===== src/rtl/mips_pkg.sv =====
// Shared constants and types for the MIPS writeback path.
// Opcode/funct codes, writeback FSM states and write-data source select.
package mips_pkg;

  localparam logic [4:0] LINK_REG = 5'd31;

  localparam logic [5:0] OP_SPECIAL = 6'h00;
  localparam logic [5:0] OP_REGIMM  = 6'h01;
  localparam logic [5:0] OP_JAL     = 6'h03;
  localparam logic [5:0] OP_ADDIU   = 6'h09;
  localparam logic [5:0] OP_LB      = 6'h20;
  localparam logic [5:0] OP_LH      = 6'h21;
  localparam logic [5:0] OP_LWL     = 6'h22;
  localparam logic [5:0] OP_LW      = 6'h23;
  localparam logic [5:0] OP_LBU     = 6'h24;
  localparam logic [5:0] OP_LHU     = 6'h25;
  localparam logic [5:0] OP_LWR     = 6'h26;

  localparam logic [5:0] FN_JR      = 6'h08;
  localparam logic [5:0] FN_JALR    = 6'h09;
  localparam logic [5:0] FN_MTHI    = 6'h11;
  localparam logic [5:0] FN_MTLO    = 6'h13;

  localparam logic [4:0] RT_BLTZAL  = 5'h10;
  localparam logic [4:0] RT_BGEZAL  = 5'h11;

  typedef enum logic [1:0] {
    IDLE,
    MEM,
    WRITE
  } wb_state_t;

  typedef enum logic [1:0] {
    SRC_NONE,
    SRC_ALU,
    SRC_LINK,
    SRC_MEM
  } wb_src_t;

  function automatic logic is_load(
    input logic [5:0] op
  );
    return (op >= OP_LB) && (op <= OP_LWR);
  endfunction

endpackage


===== src/rtl/load_align.sv =====
// Aligns, extends and merges a little-endian memory word for loads.
// op: load opcode, k: addr[1:0], mem_word/rt: inputs, data: result.
module load_align
  import mips_pkg::*;
(
  input  logic [5:0]  op,
  input  logic [1:0]  k,
  input  logic [31:0] mem_word,
  input  logic [31:0] rt,
  output logic [31:0] data
);

  logic [7:0]  byte_sel;
  logic [15:0] half_sel;

  always_comb begin
    byte_sel = 8'h00;
    unique case (k)
      2'd0: byte_sel = mem_word[7:0];
      2'd1: byte_sel = mem_word[15:8];
      2'd2: byte_sel = mem_word[23:16];
      2'd3: byte_sel = mem_word[31:24];
    endcase
    half_sel = k[1] ? mem_word[31:16]
                    : mem_word[15:0];
  end

  always_comb begin
    data = mem_word;
    unique case (1'b1)
      op == OP_LB:
        data = {{24{byte_sel[7]}}, byte_sel};
      op == OP_LBU:
        data = {24'h0, byte_sel};
      op == OP_LH:
        data = {{16{half_sel[15]}}, half_sel};
      op == OP_LHU:
        data = {16'h0, half_sel};
      op == OP_LWL: begin
        unique case (k)
          2'd0: data = {mem_word[7:0], rt[23:0]};
          2'd1: data = {mem_word[15:0], rt[15:0]};
          2'd2: data = {mem_word[23:0], rt[7:0]};
          2'd3: data = mem_word;
        endcase
      end
      op == OP_LWR: begin
        unique case (k)
          2'd0: data = mem_word;
          2'd1: data = {rt[31:24], mem_word[31:8]};
          2'd2: data = {rt[31:16], mem_word[31:16]};
          2'd3: data = {rt[31:8], mem_word[31:24]};
        endcase
      end
      default: data = mem_word;
    endcase
  end

endmodule


===== src/rtl/rf_writeback_ctrl.sv =====
// Register file write port control: dest/source decode, load sequencing.
// Ports: start/instr/operands in, data-memory read port, rf write port, busy/done.
module rf_writeback_ctrl
  import mips_pkg::*;
(
  input  logic        clk,
  input  logic        reset,
  input  logic        start,
  input  logic [31:0] instr,
  input  logic [31:0] alu_result,
  input  logic [31:0] pc_plus8,
  input  logic [31:0] rt_value,
  input  logic [31:0] mem_readdata,
  input  logic        mem_waitrequest,
  output logic        mem_read,
  output logic [31:0] mem_address,
  output logic        rf_write_en,
  output logic [4:0]  rf_write_addr,
  output logic [31:0] rf_write_data,
  output logic        busy,
  output logic        instr_done
);

  wb_state_t   state, state_nxt;
  logic [5:0]  op_q, fn_q;
  logic [4:0]  rt_q, rd_q;
  logic [31:0] alu_q, pc8_q, rtv_q, ld_q;
  logic [31:0] ld_aligned;
  logic [4:0]  dest;
  wb_src_t     src;
  logic        accept;
  logic        unused_instr;

  assign unused_instr = ^{instr[25:21], instr[10:6]};
  assign accept = (state == MEM) && !mem_waitrequest;

  always_ff @(posedge clk) begin
    if (reset) begin
      state <= IDLE;
      op_q  <= '0;
      fn_q  <= '0;
      rt_q  <= '0;
      rd_q  <= '0;
      alu_q <= '0;
      pc8_q <= '0;
      rtv_q <= '0;
      ld_q  <= '0;
    end else begin
      state <= state_nxt;
      if (state == IDLE && start) begin
        op_q  <= instr[31:26];
        rt_q  <= instr[20:16];
        rd_q  <= instr[15:11];
        fn_q  <= instr[5:0];
        alu_q <= alu_result;
        pc8_q <= pc_plus8;
        rtv_q <= rt_value;
      end
      if (accept) ld_q <= ld_aligned;
    end
  end

  always_comb begin
    state_nxt = state;
    unique case (state)
      IDLE:
        if (start)
          state_nxt = is_load(instr[31:26])
                    ? MEM : WRITE;
      MEM:
        if (!mem_waitrequest)
          state_nxt = WRITE;
      WRITE:
        state_nxt = IDLE;
      default:
        state_nxt = IDLE;
    endcase
  end

  load_align u_align (
    .op       (op_q),
    .k        (alu_q[1:0]),
    .mem_word (mem_readdata),
    .rt       (rtv_q),
    .data     (ld_aligned)
  );

  always_comb begin
    dest = 5'd0;
    src  = SRC_NONE;
    unique case (1'b1)
      op_q == OP_SPECIAL: begin
        if (fn_q == FN_JALR) begin
          dest = rd_q;
          src  = SRC_LINK;
        end else if (fn_q != FN_JR &&
                     fn_q != FN_MTHI &&
                     fn_q != FN_MTLO &&
                     fn_q[5:2] != 4'h6) begin
          dest = rd_q;
          src  = SRC_ALU;
        end
      end
      op_q == OP_REGIMM: begin
        if (rt_q == RT_BLTZAL ||
            rt_q == RT_BGEZAL) begin
          dest = LINK_REG;
          src  = SRC_LINK;
        end
      end
      op_q == OP_JAL: begin
        dest = LINK_REG;
        src  = SRC_LINK;
      end
      op_q >= OP_ADDIU && op_q <= 6'h0F: begin
        dest = rt_q;
        src  = SRC_ALU;
      end
      is_load(op_q): begin
        dest = rt_q;
        src  = SRC_MEM;
      end
      default: ;
    endcase
  end

  always_comb begin
    mem_read      = (state == MEM);
    mem_address   = mem_read
                  ? {alu_q[31:2], 2'b00} : '0;
    busy          = (state != IDLE);
    instr_done    = (state == WRITE);
    rf_write_en   = instr_done &&
                    src != SRC_NONE &&
                    dest != 5'd0;
    rf_write_addr = instr_done ? dest : '0;
    rf_write_data = '0;
    if (instr_done) begin
      unique case (src)
        SRC_ALU:  rf_write_data = alu_q;
        SRC_LINK: rf_write_data = pc8_q;
        SRC_MEM:  rf_write_data = ld_q;
        default:  rf_write_data = '0;
      endcase
    end
  end

endmodule


===== config.mk =====
export PLATFORM = sky130hd
export DESIGN_NAME = rf_writeback_ctrl
export DESIGN_NICKNAME = d
export VERILOG_FILES = /design/src/rtl/mips_pkg.sv /design/src/rtl/load_align.sv /design/src/rtl/rf_writeback_ctrl.sv
export SDC_FILE = /design/constraint.sdc
export NUM_CORES = 1
export LEC_CHECK = 0
export ABC_AREA = 1
export BUFFER_PORTS_ARGS = -buffer_cell sky130_fd_sc_hd__buf_2
export CAP_MARGIN = 15
export CORE_MARGIN = 2
export CORE_UTILIZATION = 49
export CTS_CLUSTER_DIAMETER = 150
export DETAILED_ROUTE_END_ITERATION = 16
export PLACE_DENSITY = 0.78
export SYNTH_ARGS = -nofsm -noshare
export SYNTH_HDL_FRONTEND = slang
export SYNTH_SLANG_ARGS = --single-unit

===== constraint.sdc =====
create_clock -name clk -period 1.64 [get_ports clk]
set_clock_uncertainty 0.2 [all_clocks]
set_input_delay 0.164 -clock clk [delete_from_list [all_inputs] [get_ports clk]]
set_output_delay 0.164 -clock clk [all_outputs]
set_load 0.01 [all_outputs]

==> metrics.cfg, run 1 <==
[floorplanning]
die_h_um=140
start_util=0.503
rows=49
dieWidth_um=140
ios=237

[placement]
gp_congestion=1.03
portBuffers=224
dpl-instance-area_um2=11400
dp_hpwl_um=24800

[clock_network]
htree_levels=4
cts-root-buf=clkbuf_16
numCtsBuffers=17
clk_path_buf_depth=2
cts.sinks=152

[global_routing]
grt_overflow=411
grt_max_degree=89
grtUsageTotal=0.860

[logic_synthesis]
synth_top_cell_by_area=dfxtp_1
netlist_instances=1489
syn_area_per_cell_um2=6.10
synth_most_common_cell=nor2_1
synth_ff_type=dfxtp_1
yosys-top-cells-count=287 x nor2_1, 270 x nand2_1, 179 x a21oi_1
synth_edf_count=0
synth_cell_types=33
synth_area_leaders=dfxtp_1 33%, nor2_1 12%, nand2_1 11%, a21oi_1 9.9%, o21ai_0 8.4%
yosysWarningCount=0
synthArstFlopShare=0
synthesis.area_um2=9090
seq_area_frac_synth=0.335
netlist.area_leader.share=0.335
ys_ff_latch=152

[status]
status=aborted with a tool error
stop_stage=global routing
toolErrorMsg=[ERROR GRT-0232] Routing congestion too high. Check the congestion heatmap in the GUI.

[sta]
worst_endpoint=rf_write_data[7]
worst_path_end_type=output port

[stage by stage]
| step | hold WS [ns] | utilization | TNS, ns | std cells | setup WS (ns) |
|---|---|---|---|---|---|
| CTS | 0.00566 | 0.805 | -37.95 | 2174 | -0.760 |
| detailed placement | 0.189 | 0.629 | -15.96 | 1970 | -0.343 |
| global placement | 0.185 | 0.629 | -14.80 | 1970 | -0.329 |
| floorplan | 0.0989 | - | 0 | 1490 | 0.00191 |
[layer usage]
metal,track usage,overflow
met3,0.707,2
met5,0.221,0
met1,0.831,5
met2,1.03,261
met4,0.951,143
[kinds of logic after synthesis]
group | synth area share
simple gates | 0.332
flops | 0.335
buf+inv | 0.123
compound gates | 0.210
other cells | 0.000413
[what timing repair did]
| action | 4_1_cts |
|---|---|
| resized for setup | 222 |
| buffers inserted | 30 |
| hold buffers | 133 |
| gates cloned | 12 |
| pin swaps | 53 |
| endpoints found under the setup margin | 101 |
| endpoints found under the hold margin | 133 |
==> run 2: changes to the inputs <==
--- a/config.mk
+++ b/config.mk
@@ -9,10 +9,9 @@
 export BUFFER_PORTS_ARGS = -buffer_cell sky130_fd_sc_hd__buf_2
 export CAP_MARGIN = 15
 export CORE_MARGIN = 2
-export CORE_UTILIZATION = 49
-export CTS_CLUSTER_DIAMETER = 150
+export CORE_UTILIZATION = 40
 export DETAILED_ROUTE_END_ITERATION = 16
-export PLACE_DENSITY = 0.78
+export PLACE_DENSITY_LB_ADDON = 0.15
 export SYNTH_ARGS = -nofsm -noshare
 export SYNTH_HDL_FRONTEND = slang
 export SYNTH_SLANG_ARGS = --single-unit
==> constraint.sdc (replaced) <==
create_clock -name clk -period 2.1 [get_ports clk]
set_clock_uncertainty 0.2 [all_clocks]
set_input_delay 0.21 -clock clk [delete_from_list [all_inputs] [get_ports clk]]
set_output_delay 0.21 -clock clk [all_outputs]
set_load 0.01 [all_outputs]
==> run 2 against run 1 <==
- the flow now finishes, with violations (setup timing)
- synthesized cell count unchanged
- synthesized area did not move
==> metrics.cfg, run 2 <==
[clock_network]
clk_path_buf_depth=2
cts-root-buf=clkbuf_16
clk_latency_ns=0.43
path_clk_slew_ns=0.06
cts.sinks=152
numCtsBuffers=17
cts_tree=yes
htree_levels=4

[logic_synthesis]
synth_area_leaders=dfxtp_1 33%, nor2_1 12%, nand2_1 11%, a21oi_1 9.9%, o21ai_0 8.4%
synthArstFlopShare=0
seq_area_frac_synth=0.335
synth_ff_type=dfxtp_1
netlist_instances=1489
netlist.area_leader.share=0.335
syn_area_per_cell_um2=6.10
yosysWarningCount=0
synth_cell_types=33
yosys-top-cells-count=287 x nor2_1, 270 x nand2_1, 179 x a21oi_1
synth_top_cell_by_area=dfxtp_1
synth_most_common_cell=nor2_1
ys_ff_latch=152
synth_edf_count=0
synthesis.area_um2=9090

[routing]
vias=11200
final_antenna_net_count=0
vias_per_cell=5.18
first_iter_violations=1008
drc_errors=0
firstDrtPassIters=7
wl_per_cell_um=16.4
routed_wl_um=35400

[min_path]
hp-class=in -> reg

[floorplanning]
dieWidth_um=155
coreArea_um2=22500
rows=55
die_h_um=155
start_util=0.404
die_area_um2=23900
ios=237

[setup_path]
slowest_stage=dfxtp_4
start_kind=flip-flop
end_kind=output pin
crit_buf_inv=4
cp_top_family=buffers and inverters
arrival_ns=2.04
crit_chain=nor2_4 -> nand3_4 -> buf_6 -> o21ai_4 -> buf_12 -> clkbuf_16 -> a21oi_2 -> a21oi_1 -> buf_2
cp_data_required_time_ns=1.69
cpPeakStageDelay_ns=0.36
cp_max_fo=8
worstSetupPathType=reg -> out

[power_and_ir_drop]
pwr-share-comb=0.262
p_switching_w=0.00283
ir_drop_uv=451
power_w=0.00884
p_int_w=0.00601
sw_frac_of_total=0.320
powerDensity_nw_per_um2=660
p_seq_frac=0.369
clkPwrFrac=0.369
p_leak_nw=6.14

[finish]
layout_commonest_cell=nor2_1
layout-drive-gt1-share=0.254
syn2layout_area_growth_pct=47.4
layout.nets=2022
mostFrequentLayoutCells=279 x nor2_1, 259 x nand2_1, 222 x buf_2
diodes=0

[status]
failed_checks=setup timing
status=finished, violations left

[placement]
dp_hpwl_um=23300
gp_congestion=0.945
portBuffers=224

[global_routing]
grt_overflow=0
grtUsageTotal=0.289
grt_pass1_vias=10500
grt_first_pass_wirelength_um=55100
antenna_found_initial=0
grt_max_degree=104

[flow_run]
maxCapViolCount=0

[sta]
setup_viol=38
relSlewSlack=0.493
worst_pin_slew_ns=0.760
fin_crit_sh=1.17
timing.final.ws_setup_ns=-0.352
rsz0062_at_grt=yes
tns_ns=-10.84
hold-worst-slack_ns=0.0177
min_period_ns=2.45
hold_viol_final=0
slew_viol_final=0
max_freq_mhz=408

## run 2: cell counts after synthesis
Identical to the previous run, type by type.
## run 2: metal layers
layer / track usage / vias up / wire [um]
met3: 0.0353 / 81 / 1970
li1: - / 5524 / -
met4: 0.119 / 0 / 1260
met1: 0.393 / 5121 / 16000
met2: 0.465 / 435 / 16200
met5: 0 / - / 0
## run 2: tightest hold or removal path, delay by kind of cell
kind	cells	cell delay [ns]
simple gates	3	0.25
buf+inv	2	0.15
## run 2: area by class of cell
| cell class | count | area [um2] |
|---|---|---|
| Tap cell | 285 | 357 |
| Multi-Input combinational cell | 1086 | 5270 |
| Timing Repair Buffer | 448 | 3490 |
| Fill cell | 2119 | 9100 |
| Clock buffer | 18 | 429 |
| Sequential cell | 152 | 3070 |
| Clock inverter | 14 | 183 |
| Inverter | 153 | 593 |
## run 2: final timing paths
path                                          endpoint                   start  slack [ns]  cells after the start
worst min register to register  rtv_q[27]$_SDFFE_PP0P_  rtv_q[27]$_SDFFE_PP0P_        0.25                      2
worst min-delay path             ld_q[26]$_SDFFE_PP0P_        mem_readdata[26]        0.02                      5
worst max-delay path                 rf_write_data[29]    op_q[0]$_SDFFE_PP0P_       -0.35                      9
worst max register to register    ld_q[3]$_SDFFE_PP0P_    op_q[4]$_SDFFE_PP0P_        0.07                     11
## run 2: cell families after synthesis
kind of cell,share of synthesized area
compound gates,0.210
buf+inv,0.123
flops,0.335
other cells,0.000413
simple gates,0.332
## run 2: what timing repair did
action,4_1_cts,5_1_grt
endpoints found under the setup margin,38,87
resized for setup,73,56
pin swaps,22,32
endpoints found under the hold margin,128,0
hold buffers,128,0
buffers inserted,13,7
cloned,2,3
## run 2: power by group through the flow
stage                     Sequential (W)  Combinational (W)  Clock, W
after floorplan                  0.00325            0.00115         0
after global placement           0.00329            0.00180         0
after detailed placement         0.00330            0.00181         0
after CTS                        0.00324            0.00221   0.00330
after global routing             0.00328            0.00253   0.00344
final                            0.00326            0.00231   0.00326
## run 2: metrics by stage
step           std cells  area, um2  worst slack (ns)   util
2_1_floorplan       1490       9090             0.284      -
3_5_place_dp        1973      10800           -0.0142  0.480
6_report            2156      13400            -0.352  0.595
3_3_place_gp        1973      10800            0.0411  0.480
4_1_cts             2148      13100            -0.308  0.582
5_1_grt             2156      13400            -0.435  0.595
Power figures use the tool's default switching activity.
